--- config.mk ---
export PLATFORM = sky130hd
export DESIGN_NAME = autorange_sequencer
export DESIGN_NICKNAME = d
export VERILOG_FILES = /design/src/rtl/autorange_sequencer.sv
export SDC_FILE = /design/constraint.sdc
export NUM_CORES = 1
export LEC_CHECK = 0
export CORE_ASPECT_RATIO = 0.75
export CORE_MARGIN = 2
export CORE_UTILIZATION = 35
export CTS_BUF_LIST = sky130_fd_sc_hd__clkbuf_8
export DETAILED_ROUTE_END_ITERATION = 6
export GPL_ROUTABILITY_DRIVEN = 0
export PLACE_DENSITY = 0.58
export SYNTH_ARGS = -nofsm -noshare
export SYNTH_HDL_FRONTEND = slang
export SYNTH_SLANG_ARGS = --single-unit
export TNS_END_PERCENT = 100
--- constraint.sdc ---
create_clock -name clk_i -period 3.4 [get_ports clk_i]
set_input_delay 0.34 -clock clk_i [delete_from_list [all_inputs] [get_ports clk_i]]
set_output_delay 0.34 -clock clk_i [all_outputs]
set_load 0.01 [all_outputs]
--- src/rtl/autorange_sequencer.sv ---
// Autorange sequencer: drives conversion starts, steps the input range from results,
// averages accepted counts (only when AUTORANGE_AVG_EN is defined) and hands off results.
module autorange_sequencer #(
  parameter int RANGE_SEL_WIDTH = 2,
  parameter int NUM_RANGES      = 4,
  parameter int COUNT_W         = 32,
  parameter int UP_THRESH       = 180000,
  parameter int DN_THRESH       = 16000,
  parameter int AVG_LOG2        = 2,
  parameter int SETTLE_TICKS    = 64,
  parameter int MAX_HOPS        = 3,
  parameter int WDOG_TICKS      = 400000
) (
  input  logic                       clk_i,
  input  logic                       rst_i,
  input  logic                       enable_i,
  output logic                       meas_start_o,
  input  logic                       meas_busy_i,
  input  logic                       meas_ready_i,
  input  logic                       meas_error_i,
  input  logic [COUNT_W-1:0]         meas_count_i,
  output logic [RANGE_SEL_WIDTH-1:0] range_sel_o,
  output logic                       out_valid_o,
  input  logic                       out_ready_i,
  output logic [COUNT_W-1:0]         out_count_o,
  output logic [RANGE_SEL_WIDTH-1:0] out_range_o,
  output logic                       out_over_o,
  output logic                       fault_o
);

`ifdef AUTORANGE_AVG_EN
  localparam int AVG_N = AVG_LOG2;
`else
  // single sample per result; AVG_LOG2 has no effect in this build
  localparam int AVG_N = AVG_LOG2 * 0;
`endif
  localparam int SMP_W = AVG_N + 1;
  localparam int SET_W = (SETTLE_TICKS > 1) ? $clog2(SETTLE_TICKS) : 1;
  localparam int WD_W  = (WDOG_TICKS > 1) ? $clog2(WDOG_TICKS) : 1;
  localparam int HOP_W = $clog2(MAX_HOPS + 1);

  localparam logic [SMP_W-1:0]           SMP_LAST = SMP_W'((1 << AVG_N) - 1);
  localparam logic [SET_W-1:0]           SET_LAST = SET_W'(SETTLE_TICKS - 1);
  localparam logic [WD_W-1:0]            WD_LAST  = WD_W'(WDOG_TICKS - 1);
  localparam logic [HOP_W-1:0]           HOP_MAX  = HOP_W'(MAX_HOPS);
  localparam logic [RANGE_SEL_WIDTH-1:0] RNG_TOP  = RANGE_SEL_WIDTH'(NUM_RANGES - 1);
  localparam logic [COUNT_W-1:0]         UP_T     = COUNT_W'(UP_THRESH);
  localparam logic [COUNT_W-1:0]         DN_T     = COUNT_W'(DN_THRESH);

  typedef enum logic [2:0] {
    S_IDLE, S_SETTLE, S_START, S_WAIT, S_EVAL, S_PRESENT, S_FAULT
  } state_e;

  state_e                     state_q, state_d;
  logic [RANGE_SEL_WIDTH-1:0] range_q, range_d;
  logic [HOP_W-1:0]           hops_q, hops_d;
  logic [SMP_W-1:0]           smp_q, smp_d;
  logic [SET_W-1:0]           settle_q, settle_d;
  logic [WD_W-1:0]            wdog_q, wdog_d;
  logic                       ev_err_q, ev_err_d;
  logic [COUNT_W-1:0]         ev_count_q, ev_count_d;
  logic                       meas_start_q, meas_start_d;
  logic                       out_valid_q, out_valid_d;
  logic [COUNT_W-1:0]         out_count_q, out_count_d;
  logic [RANGE_SEL_WIDTH-1:0] out_range_q, out_range_d;
  logic                       out_over_q, out_over_d;
  logic                       fault_q, fault_d;
  logic                       hot, up_ok, dn_ok;
`ifdef AUTORANGE_AVG_EN
  localparam int ACC_W = COUNT_W + AVG_N;
  logic [ACC_W-1:0]           acc_q, acc_d, acc_sum;
`endif

  always_comb begin
    state_d     = state_q;
    range_d     = range_q;
    hops_d      = hops_q;
    smp_d       = smp_q;
    settle_d    = settle_q;
    wdog_d      = wdog_q;
    ev_err_d    = ev_err_q;
    ev_count_d  = ev_count_q;
    out_count_d = out_count_q;
    out_range_d = out_range_q;
    out_over_d  = out_over_q;
`ifdef AUTORANGE_AVG_EN
    acc_d       = acc_q;
    acc_sum     = acc_q + ACC_W'(ev_count_q);
`endif
    hot   = ev_err_q || (ev_count_q > UP_T);
    up_ok = (range_q < RNG_TOP) && (hops_q < HOP_MAX);
    dn_ok = (range_q != '0) && (hops_q < HOP_MAX);

    // enable drop aborts everything except a pending result or a latched fault
    if (!enable_i && state_q != S_FAULT && state_q != S_PRESENT) begin
      state_d = S_IDLE;
    end else begin
      case (state_q)
        S_IDLE: begin
          if (enable_i) begin
            hops_d   = '0;
            smp_d    = '0;
            settle_d = '0;
`ifdef AUTORANGE_AVG_EN
            acc_d    = '0;
`endif
            state_d  = S_SETTLE;
          end
        end
        S_SETTLE: begin
          if (settle_q == SET_LAST) state_d = S_START;
          else settle_d = settle_q + SET_W'(1);
        end
        S_START: begin
          if (meas_busy_i) begin
            wdog_d  = '0;
            state_d = S_WAIT;
          end
        end
        S_WAIT: begin
          if (meas_error_i || meas_ready_i) begin
            ev_err_d   = meas_error_i;
            ev_count_d = meas_count_i;
            state_d    = S_EVAL;
          end else if (wdog_q == WD_LAST) begin
            state_d = S_FAULT;
          end else begin
            wdog_d = wdog_q + WD_W'(1);
          end
        end
        S_EVAL: begin
          if (hot && up_ok) begin
            range_d  = range_q + RANGE_SEL_WIDTH'(1);
            hops_d   = hops_q + HOP_W'(1);
            smp_d    = '0;
            settle_d = '0;
`ifdef AUTORANGE_AVG_EN
            acc_d    = '0;
`endif
            state_d  = S_SETTLE;
          end else if (hot) begin
            out_count_d = ev_err_q ? '1 : ev_count_q;
            out_over_d  = 1'b1;
            out_range_d = range_q;
            state_d     = S_PRESENT;
          end else if (ev_count_q < DN_T && dn_ok) begin
            range_d  = range_q - RANGE_SEL_WIDTH'(1);
            hops_d   = hops_q + HOP_W'(1);
            smp_d    = '0;
            settle_d = '0;
`ifdef AUTORANGE_AVG_EN
            acc_d    = '0;
`endif
            state_d  = S_SETTLE;
          end else begin
            smp_d = smp_q + SMP_W'(1);
`ifdef AUTORANGE_AVG_EN
            acc_d = acc_sum;
`endif
            if (smp_q == SMP_LAST) begin
`ifdef AUTORANGE_AVG_EN
              out_count_d = acc_sum[AVG_N +: COUNT_W];
`else
              out_count_d = ev_count_q;
`endif
              out_over_d  = 1'b0;
              out_range_d = range_q;
              state_d     = S_PRESENT;
            end else begin
              state_d = S_START;
            end
          end
        end
        S_PRESENT: begin
          if (out_ready_i) begin
            hops_d  = '0;
            smp_d   = '0;
`ifdef AUTORANGE_AVG_EN
            acc_d   = '0;
`endif
            state_d = enable_i ? S_START : S_IDLE;
          end
        end
        S_FAULT: begin
          if (!enable_i) state_d = S_IDLE;
        end
        default: state_d = S_IDLE;
      endcase
    end

    meas_start_d = (state_d == S_START);
    out_valid_d  = (state_d == S_PRESENT);
    fault_d      = (state_d == S_FAULT);
  end

  always_ff @(posedge clk_i or posedge rst_i) begin
    if (rst_i) begin
      state_q      <= S_IDLE;
      range_q      <= RNG_TOP;
      hops_q       <= '0;
      smp_q        <= '0;
      settle_q     <= '0;
      wdog_q       <= '0;
      ev_err_q     <= 1'b0;
      ev_count_q   <= '0;
      meas_start_q <= 1'b0;
      out_valid_q  <= 1'b0;
      out_count_q  <= '0;
      out_range_q  <= '0;
      out_over_q   <= 1'b0;
      fault_q      <= 1'b0;
`ifdef AUTORANGE_AVG_EN
      acc_q        <= '0;
`endif
    end else begin
      state_q      <= state_d;
      range_q      <= range_d;
      hops_q       <= hops_d;
      smp_q        <= smp_d;
      settle_q     <= settle_d;
      wdog_q       <= wdog_d;
      ev_err_q     <= ev_err_d;
      ev_count_q   <= ev_count_d;
      meas_start_q <= meas_start_d;
      out_valid_q  <= out_valid_d;
      out_count_q  <= out_count_d;
      out_range_q  <= out_range_d;
      out_over_q   <= out_over_d;
      fault_q      <= fault_d;
`ifdef AUTORANGE_AVG_EN
      acc_q        <= acc_d;
`endif
    end
  end

  assign meas_start_o = meas_start_q;
  assign range_sel_o  = range_q;
  assign out_valid_o  = out_valid_q;
  assign out_count_o  = out_count_q;
  assign out_range_o  = out_range_q;
  assign out_over_o   = out_over_q;
  assign fault_o      = fault_q;

endmodule

Word level (Yosys, flattened, before mapping)
Index checks and enable logic that the tools add are counted.
Widths: inputs -> output; s select.

operators by class
  add/sub/neg operators = 6
  $lt $le $gt $ge = 4
  equality and inequality tests = 24
  mux-type cells = 49
  bitwise gates (word level) = 2
  reductions and logical operators = 22

operators with widths
  operator               number
  $mux 32                4
  $mux 19                3
  $pmux 19 s2            1
  $mux 3                 12
  $gt 32x18->1 const B   1
  $lt 32x14->1 const B   1
  $mux 6                 5
  $mux 2                 12
  $pmux 3 s7             1
  $add 19x1->19 const B  1
  $eq 19x19->1 const B   1
  $pmux 6 s3             1
  $eq 3x3->1 const B     5
  $reduce_and 5->1       3
  $ne 2x2->1 const B     7
  $ne 3x3->1 const B     4
  $reduce_and 6->1       2
  $eq 3x2->1 const B     3
  $mux 1                 8
  $add 6x1->6 const B    1
  $eq 6x6->1 const B     1
  $logic_and 1x1->1      6
  $pmux 2 s3             1
  $reduce_bool 2->1      3
  14 further kinds       20

word-level totals
  bits in registers = 104
  output and inout bits = 40

Longest topological paths before layout
Gate-level depths: netlist (run 1).

  depth after elaboration = 9
  mapped depth = 8

Worst setup path before layout (run 1)
Ideal clock, no wire load.

  kind = register -> register
  start = reg ev_count_q[16]
  end = reg settle_q[3]
  arrival = 2.094 ns
  path slack = 1.182 ns
  cell stages (with the launch flop) = 8
  path buffers = 1
  clock period less this slack = 2.218 ns
  cell sequence = dfrtp_1 nor4_1 nand3_1 o2bb2ai_1 mux2_4 or2_1 buf_6 a211o_1

between the ends
  longest elaborated chain between the ends = 5
  elaborated cells between the ends (all ways) = 10
  classes of those cells = order compare: 2; eq/ne: 2; mux: 2; reduce/logical: 4

ends and longest elaborated chain
  item                                                             RTL line  source
  start: declaration                                               61        logic [COUNT_W-1:0] ev_count_q, ev_count_d;
  start signal: assignment                                         223       ev_count_q <= ev_count_d;
  $gt 32x18->1                                                     90        hot = ev_err_q || (ev_count_q > UP_T);
  $logic_or 1x1->1                                                 90
  $logic_and 1x1->1                                                132       if (hot && up_ok) begin
  $ne 3x3->1 (no line) / $mux 6 (equally long branches)            --
  $reduce_and 6->1 (no line) / $pmux 6 s3 (equally long branches)  --
  end signal: assignment                                           220       settle_q <= settle_d;
  end: declaration                                                 58        logic [SET_W-1:0] settle_q, settle_d;

Parallel ways exist; a longest one is shown, timed or not.
A chain may end at the register's enable or synchronous reset.

Final worst setup path (run 1)
  start = reg ev_count_q[0]
  end = reg settle_q[3]

Same word-level chain as after synthesis.

==> results.py, run 1 <==
metrics = {
    "grt": {
        "grt.overflow.total": 0,
        "grt_antenna_before_repair": 0,
        "grt_pass1_wl_microns": 20730,
        "grt_usage_pct": 17.36,
        "grt_max_degree": 64,
        "grt_pass1_vias": 3991,
    },
    "clock_network": {
        "clockBufferDepth": 2,
        "post_cts_buffers": 0,
        "clock_latency_ns": 0.39,
        "numCtsBuffers": 9,
        "cts.clk_slew.worst_paths_ns": 0.11,
        "cts_tree": "built",
        "cts_root_buf": "clkbuf_8",
        "cts_sinks": 104,
        "htree_levels": 3,
        "postCtsHoldBufs": 0,
        "cts_resized": 0,
    },
    "power": {
        "p_clk_share_pct": 34.1,
        "p_leak_nw": 2.698,
        "sw_frac_of_total_pct": 26.40,
        "combPwrFrac_pct": 7.6,
        "cellPowerDensity_nw_per_um2": 358.3,
        "p_switching_mw": 0.5834,
        "p_int_mw": 1.626,
        "vdd_drop_max_mv": 0.1847,
        "pwr-share-seq_pct": 58.3,
    },
    "finish": {
        "final_layout_size_suffix_gt1_share_pct": 13.42,
        "multi_input_area_sq_um": 2266,
        "nFillCells": 1300,
        "n_antenna_cell": 0,
        "seqCellArea_sq_um": 2605,
        "final_common_cell": "dfrtp_1",
        "final_cell_mix": "102 x dfrtp_1, 78 x clkdlybuf4s50_1, 61 x nor2_1, 42 x a21oi_1, 37 x nor3_1",
        "fin_nets": 596,
        "stdcell_count": 734,
        "syn_to_final_growth_pct": 23.78,
    },
    "detailed_routing": {
        "drc": 0,
        "wl_microns": 12330,
        "vias": 3928,
        "drt_iter0_markers": 255,
        "wire_per_inst_microns": 16.79,
        "drtAntennaViolNets": 0,
        "viasPerCell": 5.351,
        "drt_pass1_iterations": 5,
    },
    "sta": {
        "tns_ns": 0,
        "hold_viol_final": 0,
        "period_needed_ns": 2.690,
        "worst_pin_slew_ns": 0.8102,
        "drv_slew": 0,
        "relSlewSlack_pct": 45.98,
        "timing.final.crit_share_pct": 79.12,
        "finalSetupViolations": 0,
        "max_freq_ghz": 0.3718,
        "finClkSkew_ns": 0.01024,
        "rsz0062_at_grt": "false",
    },
    "floorplan": {
        "die_height_microns": 107.3,
        "dieWidth_microns": 141.8,
        "num_io_pins": 79,
        "start_util_pct": 36.11,
        "dieArea_sq_um": 15220,
        "placementRows": 37,
        "core-area_sq_um": 13800,
    },
    "logic_synthesis": {
        "async_flop_share_pct": 100.0,
        "synth_top_area_share_pct": 51.23,
        "synth_edf_count": 0,
        "yosysTopAreaCell": "dfrtp_1",
        "ys_seq_area_share_pct": 52.29,
        "synthesis.area_sq_um": 4982,
        "avgSynthCellArea_sq_um": 10.38,
        "synth_area_leaders": "dfrtp_1 51%, mux2_2 7.5%, nor2_1 4.6%",
        "yosysWarnings": 0,
        "ys.flop_type": "dfrtp_1",
        "synthCells": 480,
        "synth-seq-cells": 104,
        "synth_fp_nets": 522,
        "synth_cell_types": 62,
    },
    "critical_path": {
        "startpoint": "ev_count_q[0]",
        "r2r_end": "settle_q[3]",
        "critPathRequiredTime_ns": 3.68,
        "r2r_setup_slack_ns": 0.71,
        "cp-endpoint": "settle_q[3]",
        "worstSetupEndpointType": "flop",
        "cp_max_fo": 6,
        "reg2reg_from": "ev_count_q[0]",
        "crit_arrival_ns": 2.97,
        "startpoint_type": "flop",
        "ff2ff_path_depth": 6,
        "path_class": "flop to flop",
    },
    "placed_design": {
        "io_buffers": 78,
        "dp.cells": 718,
        "hpwl_microns": 8591,
    },
    "run_status": {
        "status": "finished clean",
    },
    "run": {
        "cap_violations": 0,
    },
    "min_path": {
        "holdCritPathClass": "primary input to asynchronous set/reset pin",
    },
}
synth_stat cells, types with 2 or more instances:
| cell | n |
|---|---|
| a211o_1 | 2 |
| a211oi_1 | 2 |
| a21o_1 | 5 |
| a21oi_1 | 43 |
| a2bb2oi_1 | 2 |
| a31oi_1 | 3 |
| a32o_1 | 2 |
| and2_1 | 7 |
| and3_1 | 4 |
| and4_1 | 6 |
| buf_2 | 6 |
| clkbuf_1 | 18 |
| dfrtp_1 | 102 |
| dfstp_2 | 2 |
| ha_1 | 3 |
| inv_1 | 3 |
| mux2_1 | 2 |
| mux2_2 | 33 |
| nand2_1 | 16 |
| nand2b_1 | 3 |
| nand3_1 | 10 |
| nand3b_1 | 2 |
| nand4_1 | 3 |
| nor2_1 | 61 |
| nor2b_1 | 4 |
| nor3_1 | 37 |
| nor4_1 | 6 |
| nor4_2 | 4 |
| o2111ai_1 | 6 |
| o211ai_1 | 10 |
| o21a_1 | 2 |
| o21ai_0 | 13 |
| o21ai_1 | 7 |
| o22ai_1 | 3 |
| o31ai_1 | 2 |
| or3_1 | 7 |
| or4b_1 | 2 |
| xor2_1 | 13 |
sequential cells by signal, indices dropped and copies added (netlist names):
register      flops
state_q           3
ev_err_q          1
out_count_o      32
out_over_o        1
meas_start_o      1
hops_q            2
out_range_o       2
ev_count_q       32
out_valid_o       1
smp_q             1
wdog_q           19
settle_q          6
fault_o           1
range_sel_o       2
worst max-delay path: stages (launching register included):
cell and delay, ns:
dfrtp_1 0.41, nor4b_1 0.42, nand3_1 0.19, o2bb2ai_1 0.54, mux2_4 0.38, or2_1 0.32
a211o_1 0.32
cells by family after synthesis:
| logic type | share of synthesized area (%) |
|---|---|
| xor gates and xnor gates | 2.461 |
| and+or+nand+nor | 19.76 |
| adders and majority gates | 0.7535 |
| DFF | 52.29 |
| buffers and inverters | 2.486 |
| muxes | 8.413 |
| AOI/OAI and AO/OA | 13.84 |
per-layer routing:
metal | wire length [microns] | global-route usage, %
met1 | 6247 | 25.25
met5 | 0 | 0
met4 | 169 | 5.571
met3 | 493 | 3.514
met2 | 5415 | 26.04
power by group through the flow:
stage	Combinational (mW)	Sequential [mW]	Clock, mW
after floorplan	0.101	1.30	0
after global placement	0.169	1.31	0
after detailed placement	0.171	1.31	0
after CTS	0.172	1.29	0.786
after global routing	0.188	1.29	0.834
final	0.168	1.29	0.754
cell type report:
type,instances,share of cell area [%]
Sequential cell,104,42.24
Inverter,4,0.2840
Clock inverter,7,1.096
Clock buffer,9,2.009
Tap cell,175,3.550
Timing Repair Buffer,88,14.08
Multi-Input combinational cell,347,36.74
stage by stage:
stage                     hold slack (ns)  area (sq um)  util [%]  setup WS, ns  power, mW
after floorplan                    0.4638          4982         -        0.3311      1.401
after global placement             0.4697          5976     43.32        0.8142      1.480
after detailed placement           0.4775          5976     43.32        0.7580      1.483
after CTS                          0.4747          6167     44.70        0.7243      2.246
after global routing               0.5194          6167     44.70        0.5742      2.315
final                              0.4528          6167     44.70        0.7100      2.210
how the worst min path moves through the flow:
stage              startpoint              end  slack, ns  depth (start not counted)
2_1_floorplan       wdog_q[0]        wdog_q[0]       0.46                          1
3_3_place_gp   out_range_o[0]   out_range_o[0]       0.47                          1
3_5_place_dp   out_range_o[0]   out_range_o[0]       0.48                          1
4_1_cts                 rst_i  out_count_o[24]       0.47                          2
5_1_grt                 rst_i  out_count_o[23]       0.52                          2
6_report                rst_i  out_count_o[24]       0.45                          2
No activity file was read; power rests on OpenSTA's default activity.
==> run 2: changes to the inputs <==
- clock period: 3.4 -> 2.8 ns (I/O delays scaled with it)
==> run 2 against run 1 <==
Net effect: core utilization up 0.60 points; first-iteration DRC count up 4.3%; power up 23%; register-to-register slack worse by 0.42 ns; setup slack worse by 0.42 ns; final cell count up 0.82%; non-clock buffer count up 6; clock power up 25%; critical path depth unchanged; maximum frequency up 7.0%; via count up 3.3%; clock skew up 0.0046 ns; critical endpoint is now meas_start_o; largest power group unchanged.
==> results.py, run 2 (same netlist as run 1, synthesis figures left out) <==
metrics = {
    "clock_network": {
        "cts_resized": 0,
        "post_cts_buffers": 0,
        "clock_latency_ns": 0.39,
        "clockBufferDepth": 2,
        "htree_levels": 3,
        "cts_root_buf": "clkbuf_8",
        "numCtsBuffers": 9,
        "cts_sinks": 104,
        "cts_tree": "built",
        "postCtsHoldBufs": 0,
        "cts.clk_slew.worst_paths_ns": 0.11,
    },
    "finish": {
        "syn_to_final_growth_pct": 25.44,
        "n_antenna_cell": 0,
        "final_design_area_no_fill_sq_um": 6250,
        "post-route-util_pct": 45.30,
        "final_cell_mix": "102 x dfrtp_1, 78 x clkdlybuf4s50_1, 61 x nor2_1, 42 x a21oi_1, 37 x nor3_1",
        "fin_nets": 602,
        "multi_input_area_sq_um": 2273,
        "final_layout_size_suffix_gt1_share_pct": 14.51,
        "nFillCells": 1298,
        "seqCellArea_sq_um": 2605,
        "final_common_cell": "dfrtp_1",
    },
    "sta": {
        "worst_pin_slew_ns": 0.8137,
        "finalSetupViolations": 0,
        "timing.final.crit_share_pct": 89.78,
        "hold_viol_final": 0,
        "rsz0062_at_grt": "false",
        "relSlewSlack_pct": 45.58,
        "max_freq_ghz": 0.3978,
        "finClkSkew_ns": 0.01484,
        "tns_ns": 0,
        "period_needed_ns": 2.514,
        "drv_slew": 0,
    },
    "power": {
        "p_int_mw": 2.008,
        "sw_frac_of_total_pct": 26.21,
        "pwr-share-seq_pct": 57.4,
        "p_leak_nw": 2.734,
        "combPwrFrac_pct": 8.0,
        "p_clk_share_pct": 34.6,
        "p_switching_mw": 0.7131,
        "vdd_drop_max_mv": 0.2569,
        "totalPowerFinal_mw": 2.721,
        "cellPowerDensity_nw_per_um2": 435.4,
    },
    "detailed_routing": {
        "drt_pass1_iterations": 4,
        "drtAntennaViolNets": 0,
        "wire_per_inst_microns": 17.36,
        "wl_microns": 12850,
        "drt_iter0_markers": 266,
        "drc": 0,
        "viasPerCell": 5.482,
        "vias": 4057,
    },
    "floorplan": {
        "core-area_sq_um": 13800,
        "dieArea_sq_um": 15220,
        "die_height_microns": 107.3,
        "start_util_pct": 36.11,
        "num_io_pins": 79,
        "placementRows": 37,
        "dieWidth_microns": 141.8,
    },
    "critical_path": {
        "crit_arrival_ns": 2.84,
        "worstSetupEndpointType": "flop",
        "startpoint_type": "flop",
        "path_class": "flop to flop",
        "critPathRequiredTime_ns": 3.12,
        "ff2ff_path_depth": 6,
        "r2r_end": "meas_start_o",
        "reg2reg_from": "wdog_q[14]",
        "r2r_setup_slack_ns": 0.29,
        "cp_max_fo": 19,
    },
    "min_path": {
        "holdCritPathClass": "primary input to asynchronous set/reset pin",
    },
    "grt": {
        "grt_pass1_wl_microns": 21560,
        "grt_usage_pct": 18.07,
        "grt_pass1_vias": 4032,
        "grt_max_degree": 35,
        "grt_antenna_before_repair": 0,
        "grt.overflow.total": 0,
    },
    "run": {
        "cap_violations": 0,
    },
    "placed_design": {
        "placed_area_sq_um": 6047,
        "hpwl_microns": 8966,
        "io_buffers": 78,
    },
    "run_status": {
        "status": "finished clean",
    },
}
## run 2: critical path, cell delays in order, from the launching register on
cell and delay (ns):
dfrtp_1 0.42, or4b_1 0.57, nor4_1 0.45, a211oi_4 0.26, a31oi_1 0.23, a2bb2oi_1 0.32
and3_1 0.21
## run 2: worst max-delay path by stage
| stage | to | slack (ns) | from | depth (start not counted) |
|---|---|---|---|---|
| 2_1_floorplan | settle_q[3] | 0.58 | ev_count_q[16] | 7 |
| 3_3_place_gp | fault_o | 0.14 | meas_error_i | 5 |
| 3_5_place_dp | fault_o | 0.02 | meas_error_i | 5 |
| 4_1_cts | wdog_q[15] | 0.02 | wdog_q[0] | 7 |
| 5_1_grt | meas_start_o | 0.10 | wdog_q[14] | 6 |
| 6_report | meas_start_o | 0.29 | wdog_q[14] | 6 |
## run 2: power groups by stage
stage	registers [mW]	clock network (mW)	logic [mW]
after floorplan	1.58	0	0.123
after global placement	1.59	0	0.215
after detailed placement	1.59	0	0.219
final	1.56	0.941	0.218
after CTS	1.56	0.974	0.220
after global routing	1.57	1.03	0.243
## run 2: cell type report
cell class	count	area share, %
clock buffer	10	2.202
tap	175	3.504
inverter	4	0.3003
multi-input combinational	347	36.38
clock inverter	6	0.9209
timing repair buffer	94	15.02
sequential	104	41.68
## run 2: through the flow
stage / setup WS [ns] / cells / hold slack, ns
after floorplan: 0.5823 / 480 / 0.4317
after global placement: 0.1360 / 724 / 0.4668
after detailed placement: 0.01894 / 724 / 0.4867
after CTS: 0.02316 / 740 / 0.3537
after global routing: 0.1015 / 740 / 0.3823
final: 0.2860 / 740 / 0.3447
## run 2: layer usage
metal  routed length (microns)  global-route usage, %  share of wire, %
met3                       372                  3.470               2.9
met2                      5804                  26.84                45
met5                         0                      0                 0
met1                      6520                  26.81                51
met4                       152                  5.357               1.2
==> run 3: changes to the inputs <==
- SETUP_SLACK_MARGIN: default -> 0.5
- clock period: 2.8 -> 2.6 ns (I/O delays scaled with it)
==> run 3 against run 2 <==
Net effect: worst hold slack got worse by 0.056 ns; sequential power grew 8%; global-route usage is 0.53 points lower; critical path depth grew 1; flip-flop and latch count stayed put; first-iteration DRC count decreased by 18%; maximum frequency grew 14%; setup slack improved by 0.10 ns; die area is the same; count of clock-buffer cells in the layout down 1; register-to-register slack improved by 0.10 ns; sequential share of layout area down 3.7 points; critical path type unchanged; critical endpoint is now settle_q[3].
==> results.py, run 3 (same netlist as run 1, synthesis figures left out) <==
metrics = {
    "run_status": {
        "status": "finished clean",
    },
    "detailed_routing": {
        "drt_iter0_markers": 219,
        "drtAntennaViolNets": 0,
        "viasPerCell": 5.422,
        "drt_pass1_iterations": 5,
        "wl_microns": 13320,
        "wire_per_inst_microns": 17.39,
        "vias": 4153,
        "drc": 0,
    },
    "sta": {
        "timing.final.crit_share_pct": 85.05,
        "period_needed_ns": 2.211,
        "worst_pin_slew_ns": 0.5966,
        "tns_ns": 0,
        "finalSetupViolations": 0,
        "drv_slew": 0,
        "relSlewSlack_pct": 60.15,
        "hold_viol_final": 0,
        "rsz0062_at_grt": "true",
        "setup_ws_ns": 0.3887,
        "max_freq_ghz": 0.4522,
        "finClkSkew_ns": 0.02550,
    },
    "critical_path": {
        "crit_chain": "buf_6 > or3_4 > nand4_1 > o2bb2ai_2 > mux2_4 > or2_4 > a211o_1",
        "crit_arrival_ns": 2.46,
        "cp_max_fo": 6,
        "r2r_setup_slack_ns": 0.39,
        "critPathMaxStageDelay_ns": 0.42,
        "startpoint_type": "flop",
        "slowest_stage": "dfrtp_1",
        "reg2reg_from": "ev_count_q[5]",
        "critPathRequiredTime_ns": 2.85,
        "r2r_end": "settle_q[3]",
        "path_class": "flop to flop",
        "ff2ff_path_depth": 7,
        "worstSetupEndpointType": "flop",
    },
    "power": {
        "cellPowerDensity_nw_per_um2": 459.3,
        "vdd_drop_max_mv": 0.2784,
        "p_leak_nw": 2.940,
    },
    "finish": {
        "stdcell_count": 766,
        "syn_to_final_growth_pct": 38.12,
        "final_layout_size_suffix_gt1_share_pct": 26.23,
        "final_common_cell": "dfrtp_1",
        "fin_nets": 628,
        "post-route-util_pct": 49.88,
        "final_design_area_no_fill_sq_um": 6882,
        "n_antenna_cell": 0,
        "final_cell_mix": "97 x dfrtp_1, 78 x clkdlybuf4s50_1, 60 x nor2_1, 40 x a21oi_1, 35 x nor3_1",
    },
    "floorplan": {
        "start_util_pct": 36.11,
        "die_height_microns": 107.3,
        "core-area_sq_um": 13800,
        "dieArea_sq_um": 15220,
        "dieWidth_microns": 141.8,
        "num_io_pins": 79,
        "placementRows": 37,
    },
    "clock_network": {
        "cts.clk_slew.worst_paths_ns": 0.11,
        "numCtsBuffers": 9,
        "cts_sinks": 104,
        "cts_tree": "built",
        "htree_levels": 3,
        "clockBufferDepth": 2,
        "clock_latency_ns": 0.38,
        "cts_root_buf": "clkbuf_8",
    },
    "run": {
        "cap_violations": 0,
    },
    "placed_design": {
        "place_worst_setup_slack_ns": -0.03695,
        "io_buffers": 78,
        "dp.cells": 727,
        "placed_area_sq_um": 6107,
        "hpwl_microns": 8814,
    },
    "grt": {
        "grt_pass1_wl_microns": 21030,
        "grt_antenna_before_repair": 0,
        "grt.overflow.total": 0,
        "grt_pass1_vias": 3961,
        "grt_usage_pct": 17.54,
        "grt_max_degree": 38,
    },
    "min_path": {
        "holdCritPathClass": "primary input to asynchronous set/reset pin",
    },
}
[run 3: cell count changes in the layout (fill, tap and decap cells not counted), sizes merged]
cell	change
buf	+26
bufinv	+2
clkbuf	-1
clkinv	+1
inv	-2
[run 3: worst max-delay path: cells and delay by family (launching register included)]
family	cells	cell delay (ns)
AND/OR/NAND/NOR	3	0.76
AO/OA/AOI/OAI	2	0.44
flip-flops	1	0.42
multiplexers	1	0.34
buffers and inverters	1	0.13
[run 3: per-layer routing]
layer | part of all wire [%] | GRT usage, % | vias to the layer above
li1 | - | - | 1975
met1 | 50 | 25.96 | 2072
met2 | 46 | 26.66 | 95
met3 | 3.2 | 3.292 | 11
met4 | 1.0 | 4.214 | 0
met5 | 0 | 0 | -
[run 3: power breakdown]
part	switching (mW)	total, mW	internal, mW	leakage (nW)
Sequential	0.0399	1.69	1.65	1.41
Clock	0.622	1.19	0.570	0.121
Combinational	0.136	0.280	0.145	1.41
Total	0.797	3.16	2.36	2.94
[run 3: cell type report]
type / instances / area, sq um
timing repair buffer: 120 / 1181
sequential: 104 / 2611
clock buffer: 9 / 123.9
multi-input combinational: 347 / 2606
inverter: 4 / 18.77
tap: 175 / 219.0
clock inverter: 7 / 121.4
fill: 1216 / 6914
[run 3: timing repair]
item / 4_1_cts / 5_1_grt
buffers inserted: 14 / 9
cloned: 0 / 0
pin swaps: 16 / 37
gates resized for setup: 33 / 40
hold endpoints to repair: 0 / 0
hold buffers: 0 / 0
endpoints found under the setup margin: 68 / 68
[run 3: through the flow]
step | hold WS [ns] | total power, mW
3_3_place_gp | 0.4663 | 1.952
4_1_cts | 0.2950 | 3.173
2_1_floorplan | 0.4117 | 1.833
5_1_grt | 0.3114 | 3.293
3_5_place_dp | 0.4870 | 1.957
6_report | 0.2884 | 3.160
[run 3: worst max-delay path by stage]
| stage | start | end | cells past startpoint |
|---|---|---|---|
| 2_1_floorplan | ev_count_q[16] | settle_q[3] | 7 |
| 5_1_grt | ev_count_q[1] | meas_start_o | 8 |
| 6_report | ev_count_q[5] | settle_q[3] | 7 |
| 3_5_place_dp | wdog_q[0] | fault_o | 7 |
| 3_3_place_gp | wdog_q[0] | fault_o | 7 |
| 4_1_cts | ev_count_q[15] | settle_q[3] | 6 |
